--- config.mk ---
export PLATFORM = sky130hd
export DESIGN_NAME = bcd_counter_chain
export DESIGN_NICKNAME = d
export VERILOG_FILES = /design/src/rtl/bcd_counter_chain_pkg.sv /design/src/rtl/bcd_counter_chain_digit.sv /design/src/rtl/bcd_counter_chain.sv
export SDC_FILE = /design/constraint.sdc
export NUM_CORES = 1
export LEC_CHECK = 0
export BUFFER_PORTS_ARGS = -buffer_cell sky130_fd_sc_hd__buf_2
export CORE_MARGIN = 2
export CORE_UTILIZATION = 55
export CTS_BUF_LIST = sky130_fd_sc_hd__clkbuf_4 sky130_fd_sc_hd__clkbuf_8
export DETAILED_ROUTE_END_ITERATION = 7
export GPL_TIMING_DRIVEN = 1
export PLACE_DENSITY = 0.9
export SETUP_SLACK_MARGIN = 0.4
export SLEW_MARGIN = 25
export SYNTH_ARGS = -nofsm -noshare
export SYNTH_HDL_FRONTEND = slang
export SYNTH_HIERARCHICAL = 1
export SYNTH_SLANG_ARGS = --single-unit
--- constraint.sdc ---
create_clock -name clk -period 2.5 [get_ports clk]
set_clock_uncertainty 0.1 [all_clocks]
set_input_delay 0 -clock clk [delete_from_list [all_inputs] [get_ports clk]]
set_output_delay 0 -clock clk [all_outputs]
set_load 0.02 [all_outputs]
--- src/rtl/bcd_counter_chain_pkg.sv ---
// ---------------------------------------------------------------------------
// bcd_counter_chain_pkg
// Shared constants and helpers for the multi-digit modulo-M counter chain.
//   DEF_DIGITS / DEF_MODULUS / DEF_DW : default chain geometry (4-digit BCD)
//   dir_e                             : count direction encoding on up_dn
//   bits_for_modulus()                : minimum digit width for a modulus
// ---------------------------------------------------------------------------
package bcd_counter_chain_pkg;

    localparam int unsigned DEF_DIGITS  = 4;
    localparam int unsigned DEF_MODULUS = 10;
    localparam int unsigned DEF_DW      = 4;

    typedef enum logic {
        DIR_DN = 1'b0,
        DIR_UP = 1'b1
    } dir_e;

    // Smallest width b (>= 1) with 2**b >= modulus.
    function automatic int unsigned bits_for_modulus(input int unsigned modulus);
        for (int unsigned b = 1; b < 32; b++) begin
            if ((32'd1 << b) >= modulus) begin
                return b;
            end
        end
        return 32;
    endfunction

endpackage

--- src/rtl/bcd_counter_chain_digit.sv ---
// ---------------------------------------------------------------------------
// counter_digit
// One modulo-MODULUS up/down digit of the counter chain.
//   clk, rst      : clock (rising edge), async active-high reset
//   clr           : synchronous clear to 0 (highest priority)
//   load          : synchronous load of load_digit (illegal values load as 0)
//   load_digit    : candidate digit value for load
//   step_en       : step this digit on this edge (look-ahead enable from top)
//   up_dn         : 1 = increment, 0 = decrement
//   digit         : current digit value, always 0..MODULUS-1
//   at_max        : digit == MODULUS-1
//   at_zero       : digit == 0
//   load_illegal  : load_digit >= MODULUS (combinational)
// ---------------------------------------------------------------------------
module counter_digit
    import bcd_counter_chain_pkg::*;
#(
    parameter int unsigned MODULUS = DEF_MODULUS,
    parameter int unsigned DW      = DEF_DW
) (
    input  logic          clk,
    input  logic          rst,
    input  logic          clr,
    input  logic          load,
    input  logic [DW-1:0] load_digit,
    input  logic          step_en,
    input  logic          up_dn,
    output logic [DW-1:0] digit,
    output logic          at_max,
    output logic          at_zero,
    output logic          load_illegal
);

    localparam logic [DW-1:0] MAX_VAL = DW'(MODULUS - 1);
    localparam logic [DW-1:0] ONE     = DW'(1);
    // One extra bit so MODULUS == 2**DW is representable in the compare.
    localparam logic [DW:0]   MOD_EXT = (DW + 1)'(MODULUS);

    assign at_max       = (digit == MAX_VAL);
    assign at_zero      = (digit == '0);
    assign load_illegal = ({1'b0, load_digit} >= MOD_EXT);

    // Wrap is decided by explicit compare, never by binary overflow, so
    // MODULUS < 2**DW and MODULUS == 2**DW behave the same way.
    always_ff @(posedge clk or posedge rst) begin
        if (rst) begin
            digit <= '0;
        end else if (clr) begin
            digit <= '0;
        end else if (load) begin
            digit <= load_illegal ? '0 : load_digit;
        end else if (step_en) begin
            if (up_dn == DIR_UP) begin
                digit <= at_max ? '0 : digit + ONE;
            end else begin
                digit <= at_zero ? MAX_VAL : digit - ONE;
            end
        end
    end

endmodule

--- src/rtl/bcd_counter_chain.sv ---
// ---------------------------------------------------------------------------
// bcd_counter_chain
// Parametrised multi-digit modulo-M up/down counter with look-ahead carry.
//   clk, rst  : clock (rising edge), async active-high reset
//   en        : count enable, one step per clock while high
//   up_dn     : 1 = count up, 0 = count down
//   clr       : synchronous clear (priority clr > load > en)
//   load      : synchronous parallel load of load_val
//   load_val  : digit i at [i*DW +: DW], digit 0 least significant
//   q         : current count, same packing as load_val
//   tc        : terminal count for the current direction (not gated by en)
//   carry     : tc & en, cascades to a following chain
//   wrap      : one-cycle pulse in the cycle after a full wrap step
//   load_err  : one-cycle pulse in the cycle after a load with illegal digit(s)
// ---------------------------------------------------------------------------
module bcd_counter_chain
    import bcd_counter_chain_pkg::*;
#(
    parameter int unsigned DIGITS  = DEF_DIGITS,
    parameter int unsigned MODULUS = DEF_MODULUS,
    parameter int unsigned DW      = DEF_DW
) (
    input  logic                 clk,
    input  logic                 rst,
    input  logic                 en,
    input  logic                 up_dn,
    input  logic                 clr,
    input  logic                 load,
    input  logic [DIGITS*DW-1:0] load_val,
    output logic [DIGITS*DW-1:0] q,
    output logic                 tc,
    output logic                 carry,
    output logic                 wrap,
    output logic                 load_err
);

    if (DIGITS < 1 || DIGITS > 8) begin : g_bad_digits
        $error("bcd_counter_chain: DIGITS must be 1..8");
    end
    if (MODULUS < 2 || MODULUS > 16) begin : g_bad_modulus
        $error("bcd_counter_chain: MODULUS must be 2..16");
    end
    if (DW < bits_for_modulus(MODULUS)) begin : g_bad_dw
        $error("bcd_counter_chain: DW too narrow for MODULUS");
    end

    logic [DIGITS-1:0] at_max;
    logic [DIGITS-1:0] at_zero;
    logic [DIGITS-1:0] illegal;
    logic [DIGITS-1:0] term;
    logic [DIGITS-1:0] step_en;

    for (genvar i = 0; i < DIGITS; i++) begin : g_digit
        // Mask of digits below i; each digit's enable is one flat AND over
        // the lower terminal flags rather than a ripple through neighbours.
        localparam logic [DIGITS-1:0] LOWER = DIGITS'((64'd1 << i) - 64'd1);

        assign term[i]    = (up_dn == DIR_UP) ? at_max[i] : at_zero[i];
        assign step_en[i] = en & (&(term | ~LOWER));

        counter_digit #(
            .MODULUS (MODULUS),
            .DW      (DW)
        ) u_digit (
            .clk          (clk),
            .rst          (rst),
            .clr          (clr),
            .load         (load),
            .load_digit   (load_val[i*DW +: DW]),
            .step_en      (step_en[i]),
            .up_dn        (up_dn),
            .digit        (q[i*DW +: DW]),
            .at_max       (at_max[i]),
            .at_zero      (at_zero[i]),
            .load_illegal (illegal[i])
        );
    end

    assign tc    = &term;
    assign carry = tc & en;

    // A counting step with every digit terminal is exactly a wrap step;
    // clr and load pre-empt counting, so they suppress the pulse.
    always_ff @(posedge clk or posedge rst) begin
        if (rst) begin
            wrap     <= 1'b0;
            load_err <= 1'b0;
        end else begin
            wrap     <= ~clr & ~load & carry;
            load_err <= ~clr & load & (|illegal);
        end
    end

endmodule

Yosys cells after proc, flatten, opt, wreduce, memory -nomap -nowiden:

Cells that the tools add are included.

* shifts and indexed selects: 0
* equality and inequality tests: 4
* bitwise logic cells: 10
* order comparisons: 4
* multipliers: 0
* add/subtract/negate cells: 8
* muxes and demuxes: 32
* divide/modulo/power cells: 0
* reduce and logical (&&, ||, !) cells: 12

Operator list (count)
* $mux W4: 28
* $add A4 B1 Y4 const B: 4
* $eq A4 B4 Y1 const B: 4
* $ge A4 B4 Y1 const B: 4
* $logic_not A4 Y1: 4
* $sub A4 B1 Y4 const B: 4
* $reduce_bool A3 Y1: 4
* $and A1 B1 Y1: 8
* $mux W1: 4
* $reduce_and A4 Y1: 1
* $reduce_or A4 Y1: 1
* $reduce_and A3 Y1: 1
* $not A1 Y1: 2
* $reduce_and A2 Y1: 1

* logic and storage cells: 76
* latch bits: 0
* memory bits (writable): 0
* memories kept: 0
* bits in registers: 18
* output and inout bits: 20
* memory bits (read-only): 0

Depth between registers and ports, before layout:

* word-level depth: 7
* depth in mapped cells: 12
* mapped depth without buffers: 12

Cells and area by module:

Netlist, hierarchy kept.

Modules (own cells, without submodules)
* counter_digit: cells an instance 62, sequential area each 100.1 um^2, area an instance 495.5 um^2, instances 4
* bcd_counter_chain: cells an instance 19, sequential area each 50.0 um^2, area an instance 178.9 um^2, instances 1

Worst setup path after synthesis:

Ideal clock, no wire load.

* path kind: reg-to-reg
* from: register g_digit[2].u_digit.digit[1]
* to: register g_digit[3].u_digit.digit[3]
* setup time: 0.131 ns
* slack: 0.176 ns
* required time: 2.269 ns
* buffers on the path: 0
* cell stages (with the launch flop): 12
* arrival time: 2.093 ns
* path through: dfrtp_1 -> inv_1 -> ha_1 -> and2_1 -> nand2b_1 -> inv_1 -> mux2_2 -> and3_1 -> nor2b_1 -> o21ba_2 -> o211ai_1 -> nand3_1

* longest elaborated chain between the ends: 5
* elaborated cells on any way between the ends: 6
* classes of those cells: eq/ne (1); mux (1); bitwise (1); reduce/logical (3)

Ends and longest elaborated chain
* start, declared: RTL line bcd_counter_chain_digit.sv:28 `output logic [DW-1:0] digit,`
* start signal, assigned: RTL line bcd_counter_chain_digit.sv:51 `digit <= load_illegal ? '0 : load_digit;`
* start signal, assigned: RTL line bcd_counter_chain_digit.sv:54 `digit <= at_max ? '0 : digit + ONE;`
* start signal, assigned: RTL line bcd_counter_chain_digit.sv:56 `digit <= at_zero ? MAX_VAL : digit - ONE;`
* $eq A4 B4 Y1: RTL line bcd_counter_chain_digit.sv:39 `assign at_max = (digit == MAX_VAL);`
* via at_max[2]: RTL line bcd_counter_chain.sv:47 `logic [DIGITS-1:0] at_max;`
* $mux W1: RTL line bcd_counter_chain.sv:58 `assign term[i] = (up_dn == DIR_UP) ? at_max[i] : at_zero[i];`
* $reduce_and A3 Y1: RTL line bcd_counter_chain.sv:59 `assign step_en[i] = en & (&(term | ~LOWER));`
* $and A1 B1 Y1: RTL line bcd_counter_chain.sv:59
* via step_en[3]: RTL line bcd_counter_chain.sv:51 `logic [DIGITS-1:0] step_en;`
* $reduce_bool A3 Y1 (no line)
* end signal, assigned: RTL line bcd_counter_chain_digit.sv:51
* end signal, assigned: RTL line bcd_counter_chain_digit.sv:54
* end signal, assigned: RTL line bcd_counter_chain_digit.sv:56
* end, declared: RTL line bcd_counter_chain_digit.sv:28

The timed path passes the listed nets, and every way through them passes these cells.
A chain may end at the register's enable or synchronous reset.

Final worst setup path:

* from: register g_digit[1].u_digit.digit[0]
* to: output tc

* longest elaborated chain between the ends: 3
* elaborated cells on any way between the ends: 4
* classes of those cells: eq/ne (1); mux (1); reduce/logical (2)

Ends and longest elaborated chain
* start, declared: RTL line bcd_counter_chain_digit.sv:28
* start signal, assigned: RTL line bcd_counter_chain_digit.sv:51
* start signal, assigned: RTL line bcd_counter_chain_digit.sv:54
* start signal, assigned: RTL line bcd_counter_chain_digit.sv:56
* $logic_not A4 Y1: RTL line bcd_counter_chain_digit.sv:40 `assign at_zero = (digit == '0);`
* via at_zero[1]: RTL line bcd_counter_chain.sv:48 `logic [DIGITS-1:0] at_zero;`
* $mux W1: RTL line bcd_counter_chain.sv:58
* $reduce_and A4 Y1: RTL line bcd_counter_chain.sv:79 `assign tc = &term;`
* end, declared: RTL line bcd_counter_chain.sv:31 `output logic tc,`

The timed path passes the listed nets, and every way through them passes these cells.

==> metrics.txt <==
Crit path required time about 2.4 ns; initial cell density of the core about 58%; syn_area_per_cell a little over 8 µm²; Cell Rows 22; H-Tree Depth 1; root buffer cell clkbuf_8; CP arrival approximately 2.1 ns; n_diodes 0; GP Congestion ~0.85; Routed Antenna Nets 0; Max FO, Critical Path 4; final wirelength 7350 µm; antenna violations before repair 0; worst-case reg-to-reg path depth 9; max_cap viols 0; first-pass iteration count of the detailed router 5; DR DRC count 0; Hold Path End g_digit[0].u_digit/digit[1]$_DFFE_PP0P_; highest clock rate between 400 and 500 MHz; synth unique cells 35; Final Hold Fails 0; cell area power density 374 mW/mm²; vias per cell 6.37; hold path start load_val[1]; R2R setup slack around 0.33 ns; worst skew pair latency between 0.2 and 0.3 ns; CTS Buf Count 3; Buffers on Ports between 40 and 50; Die X-Extent around 67 µm; Layout fillers between 200 and 250; GR Overflow Total 0; Hold Path Class in2reg; hpwl dp 3990 µm; worst r2r src g_digit[1].u_digit/digit[0]$_DFFE_PP0P_; final worst-path setup slack 0.299 ns; synth top area cells dfrtp_1 (21%), ha_1 (9.3%), a21oi_1 (4.6%); Final Net Count 379; Net Count, Synth ~310; setup TNS 0 ns; post-synthesis cell count between 200 and 300; WS Path Type reg2out; Die Area between 0.004 and 0.005 mm²; Synth area leader dfrtp_1; via count approximately 2500; area growth from synthesis to layout 37.9%; share of the synthesized area in the top cell type 20.8%; die height ~67 µm; Leak about 1.3 nW; Final setup viols 0; CTS tree built; Worst-Margin Slew roughly 0.90 ns; final cycle utilization of the critical path around 88%; layout cells sized above 1 around 44%; Hold Path Stages 3; IO Count 42; vias in the first global route roughly 2200; startpoint type of the worst setup path flop; final worst path period need around 2.2 ns; Longest Clk Path Bufs 2; number of register bits inferred by synthesis 18; Seq/Total Area, Yosys a little over a fifth; core footprint between 0.003 and 0.004 mm²; CTS Sinks 18; first-pass GRT wire length a little over 10000 µm; status completed; largest net degree at the start of global routing 39; CP Capture Type output pin; RSZ-0062 raised after global routing yes; worst r2r dst g_digit[2].u_digit/digit[2]$_DFFE_PP0P_; CTS clk-pin slew, worst paths roughly 0.08 ns; Cell Area, Synth ~0.0022 mm²; 1st-iter DRT viols around 300; Max VDD drop 0.240 mV; synth warn 6; Post-Place Worst Slack 0.199 ns; gr usage total 30.3%; fin. max-slew vios 0; routed len/inst 18.9 µm; crit path launch g_digit[1].u_digit/digit[0]$_DFFE_PP0P_; Max-slew headroom between 30 and 40%
-- critical path, stage by stage (launching register included) --
cell and delay [ns]:
dfrtp_2 0.48, inv_4 0.10, ha_4 0.15, nor3b_4 0.24, buf_4 0.15, and4b_1 0.22
a41oi_2 0.09, nor2_1 0.24, buf_4 0.18
-- registers in the layout, summed over array words and instances (netlist names) --
| signal | flops |
|---|---|
| g_digit.u_digit/digit | 16 |
| wrap | 1 |
| load_err | 1 |
-- worst max path at each step --
stage | end | slack, ns | cells past startpoint
floorplan | g_digit[3].u_digit/digit[3]$_DFFE_PP0P_ | 0.40 | 11
global placement | g_digit[2].u_digit/digit[3]$_DFFE_PP0P_ | 0.27 | 10
detailed placement | g_digit[2].u_digit/digit[3]$_DFFE_PP0P_ | 0.20 | 10
CTS | carry | 0.41 | 7
global route | g_digit[2].u_digit/digit[2]$_DFFE_PP0P_ | 0.26 | 9
finish | tc | 0.30 | 8
-- power breakdown --
part	internal [mW]	leakage, nW	switching [mW]	total, mW
combinational	0.246	1.07	0.261	0.506
clock	0.140	0.0288	0.113	0.254
sequential	0.311	0.226	0.0448	0.355
-- synthesized netlist by cell type --
cell type and count:
inv_1 22, a21oi_1 20, dfrtp_1 18, nand2_1 17
ha_1 16, nand2b_1 16, nor2b_1 16, nor2_1 14
buf_2 12, o31ai_1 12, nand3_1 9, nor3b_1 9
a211oi_1 8, nor3_1 8, o211ai_1 8, o21ba_2 8
and2_1 5, o21ai_0 5, a211o_1 4, a311oi_1 4
and3b_1 4, buf_6 4, nor3_4 4, nor4bb_1 4
o2111a_1 4, o21a_1 4, or3b_1 4, a41oi_2 1
and3_1 1, and4b_1 1, mux2_2 1, mux2i_1 1
nand2b_4 1, nor4_1 1, nor4_2 1
-- cell type report --
type                    instances  area, µm²  share of cell area, %
multi-input cells             211       1750                   58.6
inverters                      22        100                   3.36
well taps                      48       60.1                   2.02
repair buffers                 85        554                   18.6
clock buffers                   4       55.1                   1.85
flip-flops and latches         18        464                   15.6
-- repair_timing --
action | CTS | global route
cloned | 0 | 0
buffers inserted | 19 | 19
endpoints found under the setup margin | 14 | 15
pin swaps | 7 | 17
gates resized for setup | 24 | 33
hold buffers | 4 | 0
endpoints found under the hold margin | 21 | 0
-- layer usage --
| metal | wire (µm) | global-route usage, % |
|---|---|---|
| met4 | 320 | 13.8 |
| met3 | 643 | 4.73 |
| met1 | 2870 | 37.1 |
| met2 | 3520 | 52.0 |
| met5 | 0 | 0 |
-- logic make-up after synthesis --
family | after synthesis | synth area share [%]
flops | 18 | 20.8
fa+ha+maj | 16 | 9.26
simple gates | 115 | 33.5
mux | 2 | 0.984
buf+inv | 38 | 8.69
compound gates | 78 | 26.7
-- metrics by stage --
stage	instance area, µm²	cells	hold slack, ns	utilization, %	total power [mW]
finish	2980	388	0.0155	80.2	1.12
global placement	2380	342	-0.185	64.0	0.688
detailed placement	2380	342	-0.187	64.0	0.700
floorplan	2200	267	-0.359	-	0.601
CTS	2720	369	0.00469	73.1	1.00
global route	2980	388	0.0266	80.2	1.16
-- cells in the final DEF, fill, tap and decap left out, types with 9 or more instances in the layout --
master / netlist / layout
ha_1: 16 / 9
nor2b_1: 16 / 13
o31ai_1: 12 / 12
dfrtp_2: 0 / 11
inv_1: 22 / 12
a21oi_1: 20 / 19
nand2b_1: 16 / 13
buf_4: 0 / 41
nor2_1: 14 / 13
nand2_1: 17 / 17
buf_2: 12 / 39
(Power assumes the default switching activity.)
